[src/rtl/sm_accum.sv]
// Frame accumulator for 36-bit sign-magnitude samples: sums ACC_LEN samples, saturating at 35'h7_ffff_ffff.
// Build option: define SM_ACCUM_STICKY_SAT_EN to freeze the accumulator for the rest of a frame once it saturates.
`timescale 1ns/1ps
module sm_accum #(
  parameter int ACC_LEN = 16
) (
  input  logic        clk,
  input  logic        rst,
  input  logic        in_valid,
  input  logic [35:0] in_data,
  output logic        in_ready,
  output logic        out_valid,
  output logic [35:0] out_data,
  input  logic        out_ready,
  output logic        out_sat
);

  // Handshake: a transfer happens on any rising edge where valid and ready are both 1;
  // in_ready and out_valid depend only on the FSM state and rst, never on the peer's signal.

  localparam int CW = (ACC_LEN > 1) ? $clog2(ACC_LEN) : 1;
  localparam logic [CW-1:0] LAST = CW'(ACC_LEN - 1);
  localparam logic [34:0] MAG_MAX = '1;

  typedef enum logic {ACCUM, HOLD} state_t;

  state_t        state;
  state_t        state_nxt;
  logic          acc_sign;
  logic [34:0]   acc_mag;
  logic [CW-1:0] count;
  logic          sat;

  logic          in_sign;
  logic [34:0]   in_mag;
  logic [35:0]   wide_sum;
  logic          hold_acc;
  logic          sum_sign;
  logic [34:0]   sum_mag;
  logic          sum_sat;
  logic          in_fire;
  logic          out_fire;

  // Negative zero on the input is folded to +0 before any arithmetic.
  assign in_mag   = in_data[34:0];
  assign in_sign  = in_data[35] & (|in_data[34:0]);
  assign wide_sum = {1'b0, acc_mag} + {1'b0, in_mag};

`ifdef SM_ACCUM_STICKY_SAT_EN
  assign hold_acc = sat;
`else
  assign hold_acc = 1'b0;
`endif

  always_comb begin
    sum_sign = acc_sign;
    sum_mag  = acc_mag;
    sum_sat  = 1'b0;
    if (!hold_acc) begin
      if (acc_sign == in_sign) begin
        if (wide_sum[35]) begin
          sum_mag = MAG_MAX;
          sum_sat = 1'b1;
        end else begin
          sum_mag = wide_sum[34:0];
        end
      end else if (acc_mag > in_mag) begin
        sum_mag = acc_mag - in_mag;
      end else if (in_mag > acc_mag) begin
        sum_sign = in_sign;
        sum_mag  = in_mag - acc_mag;
      end else begin
        sum_sign = 1'b0;
        sum_mag  = '0;
      end
    end
  end

  always_comb begin
    state_nxt = state;
    in_ready  = (state == ACCUM) && !rst;
    out_valid = (state == HOLD) && !rst;
    in_fire   = in_valid && in_ready;
    out_fire  = out_valid && out_ready;
    case (state)
      ACCUM: if (in_fire && (count == LAST)) state_nxt = HOLD;
      HOLD:  if (out_fire) state_nxt = ACCUM;
      default: state_nxt = ACCUM;
    endcase
  end

  always_ff @(posedge clk) begin
    if (rst) begin
      state    <= ACCUM;
      acc_sign <= 1'b0;
      acc_mag  <= '0;
      count    <= '0;
      sat      <= 1'b0;
      out_data <= '0;
      out_sat  <= 1'b0;
    end else begin
      state <= state_nxt;
      if (in_fire) begin
        acc_sign <= sum_sign;
        acc_mag  <= sum_mag;
        sat      <= sat | sum_sat;
        if (count == LAST) begin
          count    <= '0;
          out_data <= {sum_sign, sum_mag};
          out_sat  <= sat | sum_sat;
        end else begin
          count <= count + 1'b1;
        end
      end
      // Leaving HOLD starts a fresh frame; out_data keeps its last value but is not valid.
      if (out_fire) begin
        acc_sign <= 1'b0;
        acc_mag  <= '0;
        count    <= '0;
        sat      <= 1'b0;
      end
    end
  end

endmodule

[config.mk]
export PLATFORM = sky130hd
export DESIGN_NAME = sm_accum
export DESIGN_NICKNAME = d
export VERILOG_FILES = /design/src/rtl/sm_accum.sv
export SDC_FILE = /design/constraint.sdc
export NUM_CORES = 1
export LEC_CHECK = 0
export CELL_PAD_IN_SITES_DETAIL_PLACEMENT = 1
export CELL_PAD_IN_SITES_GLOBAL_PLACEMENT = 1
export CORE_UTILIZATION = 40
export CTS_CLUSTER_SIZE = 25
export DETAILED_ROUTE_END_ITERATION = 10
export PLACE_DENSITY = 0.83
export SLEW_MARGIN = 30
export SYNTH_ARGS = -nofsm -noshare
export SYNTH_HDL_FRONTEND = slang
export SYNTH_SLANG_ARGS = --single-unit
[constraint.sdc]
create_clock -name clk -period 3.1 [get_ports clk]
set_input_delay 0.31 -clock clk [delete_from_list [all_inputs] [get_ports clk]]
set_output_delay 0.31 -clock clk [all_outputs]
set_load 0.02 [all_outputs]
==> flow_summary_export.csv, run 1 <==
group,metric,value,unit
yosys,synth_seq_area_share,16.6,%
clock_tree,cts_hold_buf,0,
clock_tree,cts_setup_buffers,92,
yosys,synth_seq_cells,79,
clock_tree,numCtsBuffers,9,
yosys,yosysWarningCount,0,
yosys,ys.flop_type,"dfxtp_1",
yosys,synth_area_leaders,"dfxtp_1 17%, ha_1 14%, a21oi_1 7.5%, o21ai_0 6.3%, nand2_1 4.7%",
yosys,netlist.area_leader.share,16.6,%
die,dieWidth,157,microns
run_status,status,"aborted with a tool error",
die,ioPinCount,79,
yosys,async_flop_share,0,%
die,die_h,157,microns
clock_tree,cts.path.max_buffers,2,
die,initial_core_util,40.7,%
yosys,netlist_area,9550,sq um
placed_design,dpl_cell_area,14000,sq um
clock_tree,cts.sinks,79,
clock_tree,htree_levels,3,
yosys,synth_nets,1488,
placed_design,dp.cells,2129,
yosys,synth_edf_count,0,
placed_design,numPortBuffers,78,
placed_design,dpl.hpwl,48100,microns
yosys,synth_cell_type_count,83,
run_status,failed_stage,"4_1_cts",
yosys,syn_inst,1339,
clock_tree,cts_resized,559,
run_status,tool.error,"[ERROR DPL-0033] detailed placement checks failed during check placement.",
clock_tree,clockRootBuffer,"clkbuf_16",
yosys,yosysTopAreaCell,"dfxtp_1",
placed_design,gp_congestion,1.06,
die,fp-row-count,56,
yosys,avgSynthCellArea,7.13,sq um
Yosys cell counts (7+ instances only):
| cell | n |
|---|---|
| a21oi_1 | 143 |
| o21ai_0 | 120 |
| nand2_1 | 119 |
| ha_1 | 106 |
| inv_1 | 104 |
| nor2_1 | 87 |
| dfxtp_1 | 79 |
| clkbuf_1 | 48 |
| a21o_1 | 38 |
| nand3_1 | 36 |
| xnor2_1 | 28 |
| buf_2 | 21 |
| nand4_1 | 21 |
| nor3_1 | 21 |
| o21bai_1 | 21 |
| nand3b_1 | 20 |
| a211oi_1 | 19 |
| a221oi_1 | 18 |
| o21a_1 | 17 |
| nor2b_1 | 15 |
| a22oi_1 | 14 |
| o22ai_1 | 14 |
| a31oi_1 | 13 |
| and2_1 | 13 |
| nor4_1 | 12 |
| o221ai_1 | 12 |
| nand2b_1 | 11 |
| or3_1 | 11 |
| a221o_1 | 10 |
| o211ai_1 | 8 |
| o221a_2 | 8 |
| a22o_1 | 7 |
| o31ai_1 | 7 |
kinds of logic after synthesis:
kind of cell | count (synthesis) | share of synthesized area (%)
xor gates and xnor gates | 34 | 3.12
buffers and inverters | 181 | 7.55
muxes | 2 | 0.223
and+or+nand+nor | 401 | 21.2
DFF | 79 | 16.6
AOI/OAI and AO/OA | 533 | 36.9
adders and majority gates | 109 | 14.5
through the flow:
| stage | setup slack, ns | setup TNS [ns] | util (%) | hold WS, ns |
|---|---|---|---|---|
| after detailed placement | -1.35 | -77.00 | 59.6 | 0.455 |
| after global placement | -1.25 | -50.93 | 59.6 | 0.446 |
| after floorplan | 0.0251 | 0 | - | 0.421 |
==> run 2: changes to the inputs <==
CELL_PAD_IN_SITES_DETAIL_PLACEMENT = default   (was 1)
CELL_PAD_IN_SITES_GLOBAL_PLACEMENT = default   (was 1)
CORE_UTILIZATION = 31   (was 40)
CTS_CLUSTER_SIZE = default   (was 25)
PLACE_DENSITY = default   (was 0.83)
PLACE_DENSITY_LB_ADDON = 0.15   (was default)
clock period = 4 ns   (was 3.1 ns; I/O delays follow)
==> run 2 against run 1 <==
Effect of this change: the flow now finishes without violations; area after synthesis did not move; synthesized cell count did not move.
==> flow_summary_export.csv, run 2 <==
group,metric,value,unit
grt,grt_util_met3,4.69,%
clock_tree,cts_setup_buffers,0,
grt,grt_util_met2,46.1,%
timing,fin_crit_sh,95.9,%
yosys,yosysMostFrequentCell,"a21oi_1",
setup_path,cp-start-kind,"primary input",
final_layout,nNetsFinal,1818,
yosys,synth_seq_area_share,16.6,%
clock_tree,clockRootBuffer,"clkbuf_16",
routing,routed_wl,46900,microns
yosys,yosysTopAreaCell,"dfxtp_1",
grt,grt_max_degree,47,
final_layout,reg.largest.list,"out_data (36), acc_mag (35), count (4)",
timing,hold_violations,0,
routing,drtIter0Drc,1101,
yosys,avgSynthCellArea,7.13,sq um
setup_path,path_max_fanout,6,
routing,ant_nets,0,
clock_tree,cts_hold_buf,0,
min_path,hp-class,"flop to flop",
clock_tree,cts.sinks,79,
die,ioPinCount,79,
routing,drc,0,
setup_path,cp_data_required_time,4.22,ns
die,initial_core_util,31.9,%
routing,wl_per_cell,22.7,microns
final_layout,drive_above_1_share,22.4,%
grt,grt_pass1_vias,11400,
yosys,synth_cell_type_count,83,
routing,via_count,11700,
grt,grtUsageTotal,30.2,%
placed_design,dpl_cell_area,13000,sq um
timing,rsz0062_at_grt,"true",
yosys,synth_area_leaders,"dfxtp_1 17%, ha_1 14%, a21oi_1 7.5%, o21ai_0 6.3%, nand2_1 4.7%",
clock_tree,clock_latency,0.37,ns
yosys,synth_seq_cells,79,
die,fp-row-count,63,
final_layout,synthToLayoutAreaGrowth,39.7,%
power,p_per_area,615,nW/um^2
die,dieWidth,178,microns
grt,antenna_found_initial,1,
timing,finalSetupTns,0,ns
timing,worst_pin_slew,0.891,ns
final_layout,largest_register,"out_data",
timing,maxSlewViolCount,0,
timing,finalSetupViolations,0,
final_layout,final_cell_mix,"309 x buf_4, 142 x a21oi_1, 119 x nand2_1",
timing,skew,0.0115,ns
yosys,yosysWarningCount,0,
clock_tree,htree_levels,3,
yosys,ys.flop_type,"dfxtp_1",
yosys,netlist.area_leader.share,16.6,%
routing,viasPerCell,5.66,
grt,grt_remaining_overflow,0,
die,die_area,31500,sq um
yosys,synth_edf_count,0,
placed_design,dpl.hpwl,38500,microns
placed_design,numPortBuffers,78,
yosys,syn_inst,1339,
clock_tree,cts.path.max_buffers,2,
grt,use_met1,42.0,%
setup_path,ff2ff_setup_slack,0.41,ns
yosys,netlist_area,9550,sq um
power,leakage,0.00588,uW
final_layout,layout_commonest_cell,"buf_4",
die,core_area,30000,sq um
clock_tree,clk_pin_slew,0.07,ns
die,die_h,178,microns
clock_tree,cts_tree,"built",
timing,fin_crit,3.84,ns
setup_path,critical_path_class,"primary input to flop",
final_layout,fin_area,13300,sq um
run_status,status,"completed",
yosys,synth_nets,1488,
yosys,synth.top_cells.by_count,"143 x a21oi_1, 120 x o21ai_0, 119 x nand2_1",
clock_tree,numCtsBuffers,9,
power,ir_worst_vdd,0.221,mV
final_layout,nFillCells,3154,
final_layout,largest_register_ffs,36,
timing,slew_headroom,40.5,%
timing,clock.fmax,261,MHz
placed_design,gp_congestion,0.980,
grt,grt.busiest_layer,"met2",
power,power,8200,uW
setup_path,arrival,4.06,ns
setup_path,cp-end-kind,"flop",
run,maxCapViolCount,0,
yosys,async_flop_share,0,%
routing,firstDrtPassIters,5,
grt,grt_pass1_wl,70600,microns
final_layout,antennaDiodeCount,0,
run 2: timing repair:
action	in CTS	in global routing
endpoints found under the hold margin	0	0
resized for setup	0	15
endpoints found under the setup margin	0	18
run 2: area by class of cell:
type | instances | area, sq um | share of cell area [%]
inverter | 105 | 394 | 2.95
timing repair buffer | 395 | 3260 | 24.4
tap | 390 | 488 | 3.66
clock inverter | 6 | 68.8 | 0.516
sequential | 79 | 1580 | 11.9
multi-input combinational | 1079 | 7320 | 54.9
clock buffer | 9 | 225 | 1.69
run 2: logic make-up (layout without fill, tap and decap cells):
family | after synthesis | after routing | synth area share (%)
adders and majority gates | 109 | 109 | 14.5
DFF | 79 | 79 | 16.6
AOI/OAI and AO/OA | 533 | 533 | 36.9
and+or+nand+nor | 401 | 401 | 21.2
xor gates and xnor gates | 34 | 34 | 3.12
muxes | 2 | 2 | 0.223
buffers and inverters | 181 | 515 | 7.55
run 2: path summary, 6_finish.rpt:
check                                 start                   endpoint  cells after the start
hold reg to reg   out_data[22]$_SDFFE_PP0P_  out_data[22]$_SDFFE_PP0P_                      2
setup reg to reg   acc_mag[22]$_SDFFE_PP0P_   acc_mag[15]$_SDFFE_PP0P_                     15
setup / recovery                in_data[11]   acc_mag[32]$_SDFFE_PP0P_                     14
hold / removal    out_data[22]$_SDFFE_PP0P_  out_data[22]$_SDFFE_PP0P_                      2
run 2: power by group:
| part | total, uW | leakage [uW] | internal, uW | switching [uW] |
|---|---|---|---|---|
| sequential | 1030 | 0.000644 | 903 | 129 |
| clock | 929 | 0.000142 | 487 | 442 |
| combinational | 6240 | 0.00510 | 2710 | 3530 |
| total | 8200 | 0.00588 | 4100 | 4100 |
run 2: worst max-delay path, cell delays in order:
cell	delay [ns]
clkdlybuf4s50_1	0.52
inv_1	0.06
ha_1	0.39
buf_4	0.18
a21oi_1	0.27
o21ai_0	0.17
a221oi_1	0.35
a21bo_2	0.29
a21oi_1	0.28
nor3_1	0.08
or3_1	0.42
o221a_2	0.30
o21ai_0	0.22
o21ai_0	0.12
run 2: per-stage QoR:
stage / worst slack, ns / utilization, % / instances / hold slack [ns]
6_report: 0.164 / 44.5 / 2063 / 0.454
5_1_grt: 0.00417 / 44.5 / 2063 / 0.480
4_1_cts: 0.00487 / 44.4 / 2063 / 0.457
3_5_place_dp: -0.346 / 43.4 / 2048 / 0.446
3_3_place_gp: -0.390 / 43.4 / 2048 / 0.446
2_1_floorplan: 0.835 / - / 1339 / 0.438
run 2: routing by layer:
metal  share of wire [%]  wire length [microns]
met1                  47                  21800
met2                  43                  20100
met3                 6.9                   3210
met4                 3.7                   1730
met5                   0                      0
Power figures use the tool's default switching activity.
==> run 3: changes to the inputs <==
SLEW_MARGIN = 5   (was 30)
clock period = 3.7 ns   (was 4 ns; I/O delays follow)
==> run 3 against run 2 <==
Effect of this change: final cell count is 5.9% higher; non-clock buffer count grew 118; combinational power up 18%; largest power group unchanged; highest routed layer unchanged; die area unchanged; first-iteration DRC count decreased by 6.9%; clock skew increased by 0.0065 ns.
==> flow_summary_export.csv, run 3 (same netlist as run 2, synthesis figures left out) <==
group,metric,value,unit
clock_tree,htree_levels,3,
placed_design,numPortBuffers,78,
setup_path,cp_common_cell,"buf_6",
die,ioPinCount,79,
die,dieWidth,178,microns
timing,hold_violations,0,
power,p_per_area,658,nW/um^2
setup_path,cp-start-kind,"primary input",
setup_path,worst-path-buf-inv,4,
routing,wl_per_cell,22.3,microns
routing,firstDrtPassIters,6,
run_status,status,"completed",
clock_tree,clockRootBuffer,"clkbuf_16",
grt,antenna_found_initial,1,
placed_design,dp_slack,-1.07,ns
power,ir_worst_vdd,0.215,mV
clock_tree,numCtsBuffers,9,
power,power,9490,uW
timing,slew_headroom,46.4,%
final_layout,layout_commonest_cell,"buf_4",
final_layout,drive_above_1_share,29.7,%
setup_path,crit_cells,13,
grt,grt_remaining_overflow,0,
timing,whs,0.456,ns
setup_path,critical-path-max-stage-delay,0.49,ns
timing,clock.fmax,276,MHz
min_path,hold_depth,2,
routing,ant_nets,0,
die,die_h,178,microns
setup_path,arrival,3.91,ns
run,maxCapViolCount,0,
clock_tree,clk_pin_slew,0.07,ns
grt,grt_pass1_vias,11700,
timing,fin_crit,3.63,ns
final_layout,seqCellArea,1580,sq um
setup_path,cp_data_required_time,3.98,ns
final_layout,largest_register_ffs,36,
final_layout,final_cells,2185,
die,fp-row-count,63,
setup_path,timing.critical_path.max_delay_family,"simple AND/OR/NAND/NOR gates",
routing,via_count,12300,
setup_path,critical_path_class,"primary input to flop",
die,die_area,31500,sq um
setup_path,crit_chain,"clkdlybuf4s50_1, inv_1, ha_2, buf_6, nand4_1, nor3b_2, nand2_1, o211a_4, or3b_4, buf_6, o22a_1, a221o_1, a311oi_2",
timing,maxSlewViolCount,0,
final_layout,nNetsFinal,1938,
setup_path,critPathSlowestCell,"clkdlybuf4s50_1",
final_layout,finalCoreUtilization,48.2,%
clock_tree,cts.path.max_buffers,2,
grt,grtUsageTotal,31.0,%
placed_design,gp_congestion,0.973,
clock_tree,clock_latency,0.37,ns
setup_path,path_max_fanout,8,
final_layout,final_cell_mix,"427 x buf_4, 132 x a21oi_1, 118 x nand2_1",
die,initial_core_util,31.9,%
setup_path,rr_worst_depth,11,
routing,drc,0,
final_layout,nFillCells,3106,
timing,worst_pin_slew,0.802,ns
placed_design,dp.cells,2161,
setup_path,cp-end-kind,"flop",
timing,layout_setup_ws,0.0749,ns
timing,skew,0.0179,ns
power,leakage,0.00647,uW
final_layout,largest_register,"out_data",
final_layout,reg.largest.list,"out_data (36), acc_mag (35), count (4)",
clock_tree,cts.sinks,79,
die,core_area,30000,sq um
final_layout,multiInputGateArea,7530,sq um
routing,viasPerCell,5.63,
min_path,hp-class,"flop to flop",
grt,grt_max_degree,47,
timing,finalSetupViolations,0,
clock_tree,cts_tree,"built",
final_layout,synthToLayoutAreaGrowth,51.1,%
timing,fin_crit_sh,98.0,%
grt,grt_pass1_wl,72700,microns
placed_design,dpl.hpwl,39600,microns
routing,routed_wl,48700,microns
routing,drtIter0Drc,1025,
run 3: cell types whose count changed in the layout (fill, tap and decap cells not counted), moves of 4 or more:
cell     previous run  this run
a21oi_1           142       132
a21oi_2             2        12
buf_12              8         4
buf_4             309       427
buf_6               0         4
ha_1              106        99
ha_2                0         5
run 3: layout make-up:
type / count / share of cell area [%]
Clock inverter: 6 / 0.520
Clock buffer: 10 / 1.66
Inverter: 105 / 2.73
Multi-Input combinational cell: 1081 / 52.2
Tap cell: 390 / 3.38
Timing Repair Buffer: 513 / 28.5
Sequential cell: 79 / 11.0
Antenna cell: 1 / 0.0173
run 3: final timing paths:
check,from,to,slack [ns]
worst max register to register,acc_mag[30]$_SDFFE_PP0P_,out_data[23]$_SDFFE_PP0P_,0.24
worst min-delay path,out_data[28]$_SDFFE_PP0P_,out_data[28]$_SDFFE_PP0P_,0.46
worst min register to register,out_data[28]$_SDFFE_PP0P_,out_data[28]$_SDFFE_PP0P_,0.46
worst max-delay path,in_data[30],out_data[23]$_SDFFE_PP0P_,0.07
run 3: per-layer routing:
layer  up-vias  share of wire (%)  track usage, %
met5         -                  0               0
met4         0                2.5            8.33
met3        61                7.5            4.43
met2       532                 44            49.5
met1      5892                 46            43.0
li1       5825                  -               -
run 3: where the power goes:
| part | internal, uW | total (uW) | leakage, uW | switching, uW |
|---|---|---|---|---|
| logic | 3340 | 7340 | 0.00567 | 4000 |
| registers | 976 | 1120 | 0.000644 | 144 |
| clock network | 555 | 1030 | 0.000152 | 474 |
| total | 4870 | 9490 | 0.00647 | 4620 |
run 3: stage by stage:
step | instance area (sq um) | setup TNS, ns
finish | 14400 | 0
global route | 14400 | -0.0125
CTS | 14200 | -0.00267
detailed placement | 13800 | -23.71
global placement | 13800 | -23.19
floorplan | 9550 | 0
run 3: repair_timing:
item | in CTS | in global routing
setup endpoints to repair | 17 | 59
setup buffers | 2 | 3
hold buffers | 0 | 0
cloned | 1 | 1
pin swaps | 1 | 11
gates resized for setup | 10 | 58
run 3: worst reg2reg max path: cells and delay by family (launching register included):
| family | cells | cell delay, ns |
|---|---|---|
| compound gates | 4 | 1.07 |
| flops | 1 | 0.35 |
| simple gates | 4 | 1.22 |
| buf+inv | 2 | 0.33 |
| fa+ha+maj | 1 | 0.40 |
